File: src/rtl/fifo_wr_arbiter.sv
// fifo_wr_arbiter: round-robin arbiter that multiplexes NREQ producers onto
// the write port of a single shared fifo. Multi-beat bursts (closed by
// req_last) hold the grant until their final beat so they never interleave.
//
// state  | meaning
// -------+-----------------------------------------------------------------
// IDLE   | no burst open; winner picked combinationally, searching from rr_ptr
// LOCKED | burst open; owner keeps the write port until its last beat lands
module fifo_wr_arbiter #(
  parameter int NREQ   = 4,
  parameter int DWIDTH = 8,
  parameter int IDW    = $clog2(NREQ)
) (
  input  logic                     clk,
  input  logic                     rst_n,
  input  logic [NREQ-1:0]          req_valid,
  input  logic [NREQ-1:0]          req_last,
  input  logic [NREQ*DWIDTH-1:0]   req_data,
  output logic [NREQ-1:0]          req_ready,
  input  logic [NREQ-1:0]          req_mask,
  input  logic                     fifo_full,
  output logic                     fifo_wr_en,
  output logic [DWIDTH-1:0]        fifo_din,
  output logic [IDW-1:0]           grant_id,
  output logic                     busy
);

  typedef enum logic {
    IDLE   = 1'b0,
    LOCKED = 1'b1
  } st_t;

  st_t            st, st_nxt;
  logic [IDW-1:0] rr_ptr, rr_ptr_nxt;
  logic [IDW-1:0] owner, owner_nxt;

  logic [NREQ-1:0] elig;
  logic            elig_any;
  logic [IDW-1:0]  win;
  logic [IDW-1:0]  sel;
  logic            sel_def;
  logic            sel_vld;
  logic            sel_last;
  logic            acc;

  // Modulo-NREQ increment; explicit wrap keeps non-power-of-2 NREQ legal.
  function automatic logic [IDW-1:0] idx_inc(input logic [IDW-1:0] v);
    if (v == IDW'(NREQ - 1)) begin
      return '0;
    end
    return v + IDW'(1);
  endfunction

  // Round-robin search: first eligible index starting at rr_ptr, wrapping.
  always_comb begin
    logic [IDW:0] cand;
    elig     = req_valid & req_mask;
    elig_any = 1'b0;
    win      = '0;
    cand     = '0;
    for (int k = 0; k < NREQ; k++) begin
      cand = {1'b0, rr_ptr} + (IDW+1)'(k);
      if (cand >= (IDW+1)'(NREQ)) begin
        cand = cand - (IDW+1)'(NREQ);
      end
      if (!elig_any && elig[cand[IDW-1:0]]) begin
        elig_any = 1'b1;
        win      = cand[IDW-1:0];
      end
    end
  end

  // Current selection: locked owner wins unconditionally; while reset is held
  // the write port is kept quiet even if producers still present valid.
  always_comb begin
    sel     = '0;
    sel_def = 1'b0;
    sel_vld = 1'b0;
    if (st == LOCKED) begin
      sel     = owner;
      sel_def = 1'b1;
      sel_vld = req_valid[owner];
    end else begin
      sel     = win;
      sel_def = elig_any;
      sel_vld = elig_any;
    end
    if (!rst_n) begin
      sel     = '0;
      sel_def = 1'b0;
      sel_vld = 1'b0;
    end
    sel_last = req_last[sel];
    acc      = sel_vld & ~fifo_full;
  end

  // Write-port and handshake outputs, all combinational from state + inputs.
  always_comb begin
    req_ready  = '0;
    fifo_din   = '0;
    fifo_wr_en = acc;
    grant_id   = sel_def ? sel : '0;
    busy       = (st == LOCKED);
    for (int i = 0; i < NREQ; i++) begin
      if (sel_def && (sel == IDW'(i))) begin
        fifo_din     = req_data[i*DWIDTH +: DWIDTH];
        req_ready[i] = acc;
      end
    end
  end

  // Next-state: only an accepted beat moves the arbiter.
  always_comb begin
    st_nxt     = st;
    rr_ptr_nxt = rr_ptr;
    owner_nxt  = owner;
    if (acc) begin
      unique case (st)
        IDLE: begin
          if (sel_last) begin
            rr_ptr_nxt = idx_inc(sel);
          end else begin
            st_nxt    = LOCKED;
            owner_nxt = sel;
          end
        end
        LOCKED: begin
          if (sel_last) begin
            st_nxt     = IDLE;
            rr_ptr_nxt = idx_inc(owner);
          end
        end
        default: begin
          st_nxt = IDLE;
        end
      endcase
    end
  end

  // State register with asynchronous active-low reset.
  always_ff @(posedge clk or negedge rst_n) begin
    if (!rst_n) begin
      st     <= IDLE;
      rr_ptr <= '0;
      owner  <= '0;
    end else begin
      st     <= st_nxt;
      rr_ptr <= rr_ptr_nxt;
      owner  <= owner_nxt;
    end
  end

endmodule

File: config.mk
export PLATFORM = sky130hd
export DESIGN_NAME = fifo_wr_arbiter
export DESIGN_NICKNAME = d
export VERILOG_FILES = /design/src/rtl/fifo_wr_arbiter.sv
export SDC_FILE = /design/constraint.sdc
export NUM_CORES = 1
export LEC_CHECK = 0
export ABC_AREA = 1
export CAP_MARGIN = 20
export CORE_MARGIN = 1
export CORE_UTILIZATION = 30
export CTS_BUF_LIST = sky130_fd_sc_hd__clkbuf_4
export DETAILED_ROUTE_END_ITERATION = 10
export GPL_ROUTABILITY_DRIVEN = 0
export HOLD_SLACK_MARGIN = 0.02
export PLACE_DENSITY = 0.66
export SETUP_SLACK_MARGIN = 0.02
export SYNTH_ARGS = -nofsm -noshare
export SYNTH_HDL_FRONTEND = slang
export SYNTH_SLANG_ARGS = --single-unit
export TNS_END_PERCENT = 50
File: constraint.sdc
create_clock -name clk -period 2.8 [get_ports clk]
set_input_delay 0.56 -clock clk [delete_from_list [all_inputs] [get_ports clk]]
set_output_delay 0.56 -clock clk [all_outputs]
set_load 0.005 [all_outputs]
# --- Yosys cells after proc, flatten, opt, wreduce, memory -nomap -nowiden ---
# Index checks and enable logic that the tools add are counted.
op_classes:
  n_addsub: 9
  order_cmp: 10
  n_eq_ne: 6
  muxes: 55
  bitwise_logic: 5
  reduce_logical: 13
op_table:
  columns: ["operator", "n"]
  rows:
  - ["two-way mux 2 bit", 17]
  - ["two-way mux 8 bit", 4]
  - ["two-way mux 1 bit", 27]
  - ["less-than comparator 2 x 3 -> 1 bit (second input constant)", 6]
  - ["binary-select mux 1 bit (select 2 bit)", 6]
  - [">= comparator 3 bit (second input constant)", 3]
  - ["subtractor 2 x 1 -> 2 bit (second input constant)", 4]
  - ["logical AND 1 bit", 7]
  - ["adder 2 x 2 -> 3 bit (second input constant)", 2]
  - ["== test 2 bit (second input constant)", 3]
  - ["AND reduction 3 bit", 2]
  - ["adder 2 x 1 -> 2 bit (second input constant)", 2]
  - ["AND 4 bit", 1]
  - ["one-hot mux 2 bit (2 select lines)", 1]
  - ["adder 2 x 1 -> 3 bit (second input constant)", 1]
  - [">= comparator 2 x 3 -> 1 bit (second input constant)", 1]
  - ["logical NOT 1 bit", 3]
  - ["inverter 1 bit", 3]
  - ["== test 2 x 1 -> 1 bit (second input constant)", 1]
  - ["logical NOT 2 bit", 1]
  - ["!= test 2 x 1 -> 1 bit (second input constant)", 1]
  - ["!= test 2 bit (second input constant)", 1]
  - ["AND 1 bit", 1]
totals:
  reg_bits: 5
  output_inout_bits: 16

# --- Logic depth before layout (Yosys ltp) ---
logic_depth:
  word_depth: 24
  depth_mapped: 18

# --- Worst setup path after synthesis ---
# Ideal clock, no wire load.
synth_timing:
  path_type: "in2out"
  startpoint: "input port req_valid[2]"
  endpoint: "output port fifo_din[0]"
  arrival_time_ns: 2.191
  required_ns: 2.240
  slack_ns: 0.049
  stages: 16
  path_cell_list: "nand2_1 > nand2_1 > nand2_1 > nand2_1 > nand2_2 > nand3_4 > nor2_1 > nor2_1 > nand2_2 > nand3_4 > inv_2 > ha_1 > clkbuf_1 > nand2_1 > a21oi_1 > nor2_1"
synth_between:
  elab_chain_cells: 21
  word_cells_on_any_way: 39
  cone_classes: "eq/ne: 3; mux: 24; bitwise: 1; reduce/logical: 11"
synth_lines:
  columns: ["element", "line_no", "source"]
  rows:
  - ["start, declared", "16", "input logic [NREQ-1:0] req_valid,"]
  - ["AND 4 bit (*)", "57", "elig = req_valid & req_mask;"]
  - ["binary-select mux 1 bit (select 2 bit)", "66", "if (!elig_any && elig[cand[IDW-1:0]]) begin"]
  - ["two-way mux 1 bit (implied by the code)", "66", null]
  - ["two-way mux 1 bit", "66", null]
  - ["logical NOT 1 bit", "66", null]
  - ["logical AND 1 bit", "66", null]
  - ["two-way mux 1 bit", "66", null]
  - ["logical NOT 1 bit", "66", null]
  - ["(+4 left out)", null, null]
  - ["two-way mux 2 bit (*)", "66", null]
  - ["two-way mux 2 bit (*)", "79", "if (st == LOCKED) begin"]
  - ["two-way mux 2 bit (*)", "88", "if (!rst_n) begin"]
  - ["via sel[1]", "40", "logic [IDW-1:0] sel;"]
  - ["logical NOT 2 bit", "105", "if (sel_def && (sel == IDW'(i))) begin"]
  - ["logical AND 1 bit", "105", null]
  - ["two-way mux 8 bit (3 in series)", "105", null]
  - ["two-way mux 8 bit (*)", "105", null]
  - ["end, declared", "23", "output logic [DWIDTH-1:0] fifo_din,"]
# Mark *: on every way through the listed nets, which the timed path passes. The rest lies on a longest branch. The select of a mux whose other input is x is not followed.

# --- Worst setup path in the final report ---
layout_timing:
  startpoint: "register rr_ptr[0]"
  endpoint: "output port fifo_din[0]"
layout_between:
  elab_chain_cells: 22
  word_cells_on_any_way: 53
  cone_classes: "add/sub: 7; order compare: 4; eq/ne: 3; mux: 28; reduce/logical: 11"
layout_lines:
  columns: ["element", "line_no", "source"]
  rows:
  - ["start, declared", "34", "logic [IDW-1:0] rr_ptr, rr_ptr_nxt;"]
  - ["start signal, assigned", "148", "rr_ptr <= rr_ptr_nxt;"]
  - ["parallel branches: the longest is 13 deep, another holds adder 2 x 1 -> 3 bit", null, null]
  - ["two-way mux 2 bit (*)", "66", null]
  - ["two-way mux 2 bit (*)", "79", null]
  - ["two-way mux 2 bit (*)", "88", null]
  - ["via sel[0]", "40", null]
  - ["logical NOT 2 bit", "105", null]
  - ["logical AND 1 bit", "105", null]
  - ["two-way mux 8 bit (3 in series)", "105", null]
  - ["two-way mux 8 bit (*)", "105", null]
# Mark *: on every way through the listed nets, which the timed path passes. The select of a mux whose other input is x is not followed.

==> flow_metrics.env <==
export IMPL_outcome="complete, but fails checks"
export IMPL_violations="negative setup slack"
export IMPL_worst_pin_slew_ps=287
export IMPL_vias_per_cell=4.77
export IMPL_fin_crit_ps=3080
export IMPL_grt_max_degree=16
export IMPL_setup_ws_ps=-276
export IMPL_track_usage_pct=21.5
export IMPL_hold_violations=0
export IMPL_reg2regPathDepth=15
export IMPL_overflow=0
export IMPL_grt_busiest_layer="met2"
export IMPL_dp_slack_ps=-1010
export IMPL_synthAdderAreaFrac_pct=4.08
export IMPL_synth_xor_area_share_pct=0
export IMPL_grt_util_met2_pct=39.3
export IMPL_syn_area_per_cell_sq_um=5.87
export IMPL_clk_path_buf_depth=2
export IMPL_max_cap_violations=0
export IMPL_yosys_top_cells_area="nand2_1, nand3_1, dfrtp_1, nor2_1, nand3_2"
export IMPL_slew_headroom_pct=80.9
export IMPL_netlist_area_leader_share_pct=20.8
export IMPL_start_kind="register"
export IMPL_r2r_end="rr_ptr[0]"
export IMPL_fillers=313
export IMPL_grt_antenna_before_repair=0
export IMPL_yosysTopAreaCell="nand2_1"
export IMPL_start_util_pct=32.3
export IMPL_cp_data_required_time_ps=2240
export IMPL_final_common_cell="nand2_1"
export IMPL_post_route_period_util_pct=110
export IMPL_skew_ps=4.96
export IMPL_synth_seq_cells=5
export IMPL_use_met1_pct=28.0
export IMPL_p_total_mw=2.32
export IMPL_layout_cells_non_filler=368
export IMPL_clkSlewWorstSetupHoldPaths_ps=40
export IMPL_muxShareOfSynthArea_pct=0
export IMPL_power_leakage_nw=1.26
export IMPL_antenna_left=0
export IMPL_htree_levels=1
export IMPL_cts_sinks=5
export IMPL_r2r_slack_ps=690
export IMPL_syn_area_sq_mm=0.00123
export IMPL_drt_wirelength_per_cell_um=12.8
export IMPL_hold_path_class="reg2reg"
export IMPL_crit_path_end_kind="output pin"
export IMPL_crit_arrival_ps=2520
export IMPL_cts_root_buf="clkbuf_4"
export IMPL_crit_fanout=8
export IMPL_final_setup_tns_ps=-2460
export IMPL_drt_iter0_drc=87
export IMPL_cts_tree="yes"
export IMPL_clkLatencyLatePin_ps=240
export IMPL_ys_seq_area_share_pct=10.2
export IMPL_met3_usage_pct=1.03
export IMPL_synth_simple_area_share_pct=64.9
export IMPL_worstSetupPathType="reg2out"
export IMPL_clock_fmax_mhz=325
export IMPL_route_detailed_drc=0
export IMPL_nNetsFinal=372
export IMPL_grt_pass1_wl_mm=7.40
export IMPL_portBuffers=62
export IMPL_power_density_mw_per_mm2=913
export IMPL_die_x_um=66.0
export IMPL_io_pins=63
export IMPL_die_h_um=66.0
export IMPL_hpwl_mm=3.28
export IMPL_slew_violations=0
export IMPL_syn_num_nets=260
export IMPL_r2r_start="rr_ptr[0]"
export IMPL_vdd_drop_max_mv=0.498
export IMPL_synth_compound_area_share_pct=9.28
export IMPL_routed_wl_mm=4.73
export IMPL_min_to="owner[1]"
export IMPL_synth_cell_type_count=23
export IMPL_cts_buffers=3
export IMPL_hp_start="owner[1]"
export IMPL_rsz0062_at_grt="true"
export IMPL_synth_top_family_by_area="simple AND/OR/NAND/NOR gates"
export IMPL_core_sq_mm=0.00380
export IMPL_area_growth_syn_to_layout_pct=107
export IMPL_dieArea_sq_mm=0.00435
export IMPL_final_cell_mix="nand2_1, clkdlybuf4s50_1, buf_4"
export IMPL_vias=1756
export IMPL_whs_path_depth=2
export IMPL_yosysWarnings=0
export IMPL_utilization_pct=67.0
export IMPL_drt_pass1_iter_count=4
export IMPL_setup_viol=13
export IMPL_layout_drive_gt1_share_pct=48.4
export IMPL_n_antenna_cell=0
export IMPL_synth_cells=209
export IMPL_rows=22
export IMPL_dp_cells=345
export IMPL_grt_pass1_vias=1670
export IMPL_hold_buffers=0
## final cells by class
cell class	count	area, sq um	share of cell area [%]
clock buffer	4	30.0	1.18
sequential	5	126	4.97
tap	48	60.1	2.36
timing repair buffer	110	970	38.1
timing repair inverter	2	13.8	0.541
inverter	22	97.6	3.83
multi-input combinational	177	1250	49.0
## what timing repair did
| action | 4_1_cts | 5_1_grt |
|---|---|---|
| gates resized for setup | 128 | 31 |
| cloned | 3 | 0 |
| setup buffers | 13 | 3 |
| pin swaps | 37 | 26 |
| setup endpoints to repair | 15 | 14 |
## cell usage after synthesis, drive strengths merged
| cell | count |
|---|---|
| buf | 5 |
| nor2 | 25 |
| nand3 | 41 |
| o21ai | 1 |
| clkinv | 1 |
| o22ai | 8 |
| clkbuf | 1 |
| nand4 | 5 |
| nand2 | 80 |
| nor4 | 1 |
| a21oi | 10 |
| ha | 4 |
| o221ai | 1 |
| inv | 21 |
| dfrtp | 5 |
## worst max-delay path, cell delays in order (launching register included)
cell,delay [ps]
dfrtp_2,470
inv_4,120
nand2_1,70
nand2_2,100
buf_4,120
nand2_1,80
nand3_4,110
nor2_8,60
nor2_8,90
nand3_4,90
inv_4,70
buf_6,90
ha_4,200
nand2_8,100
o22ai_2,170
a21oi_2,70
nor2_1,120
buf_2,140
## registers in the layout (all words and copies together) (netlist names)
name	flops
rr_ptr	2
owner	2
busy	1
## where the power goes
group / switching [mW] / internal [mW] / total (mW) / leakage, nW
clock: 0.0284 / 0.0635 / 0.0919 / 0.0184
sequential: 0.0448 / 0.104 / 0.148 / 0.0631
combinational: 1.09 / 0.990 / 2.08 / 1.18
total: 1.17 / 1.16 / 2.32 / 1.26
## worst max-delay path by stage
stage / start / end / slack [ps]
finish: rr_ptr[0] / fifo_din[0] / -280
global route: rr_ptr[0] / fifo_din[0] / -490
CTS: rr_ptr[0] / fifo_din[7] / -220
detailed placement: req_valid[2] / fifo_din[5] / -1010
global placement: req_valid[2] / fifo_din[5] / -990
floorplan: req_valid[2] / fifo_din[0] / 50
## cells by family after synthesis
logic type / count (synthesis)
AO/OA/AOI/OAI: 20
flip-flops: 5
AND/OR/NAND/NOR: 152
buffers and inverters: 28
adder cells (fa/ha/maj): 4
## per-stage QoR
step	instance area, sq um	hold WS [ps]
3_5_place_dp	2090	522
5_1_grt	2540	582
2_1_floorplan	1230	264
4_1_cts	2450	533
3_3_place_gp	2090	520
6_report	2540	529
## layer usage
metal,vias up,routed length [um]
li1,914,-
met1,808,2020
met2,32,2590
met3,2,103
met4,0,14
met5,-,0
Note: power is estimated with default switching activity, not from simulation.
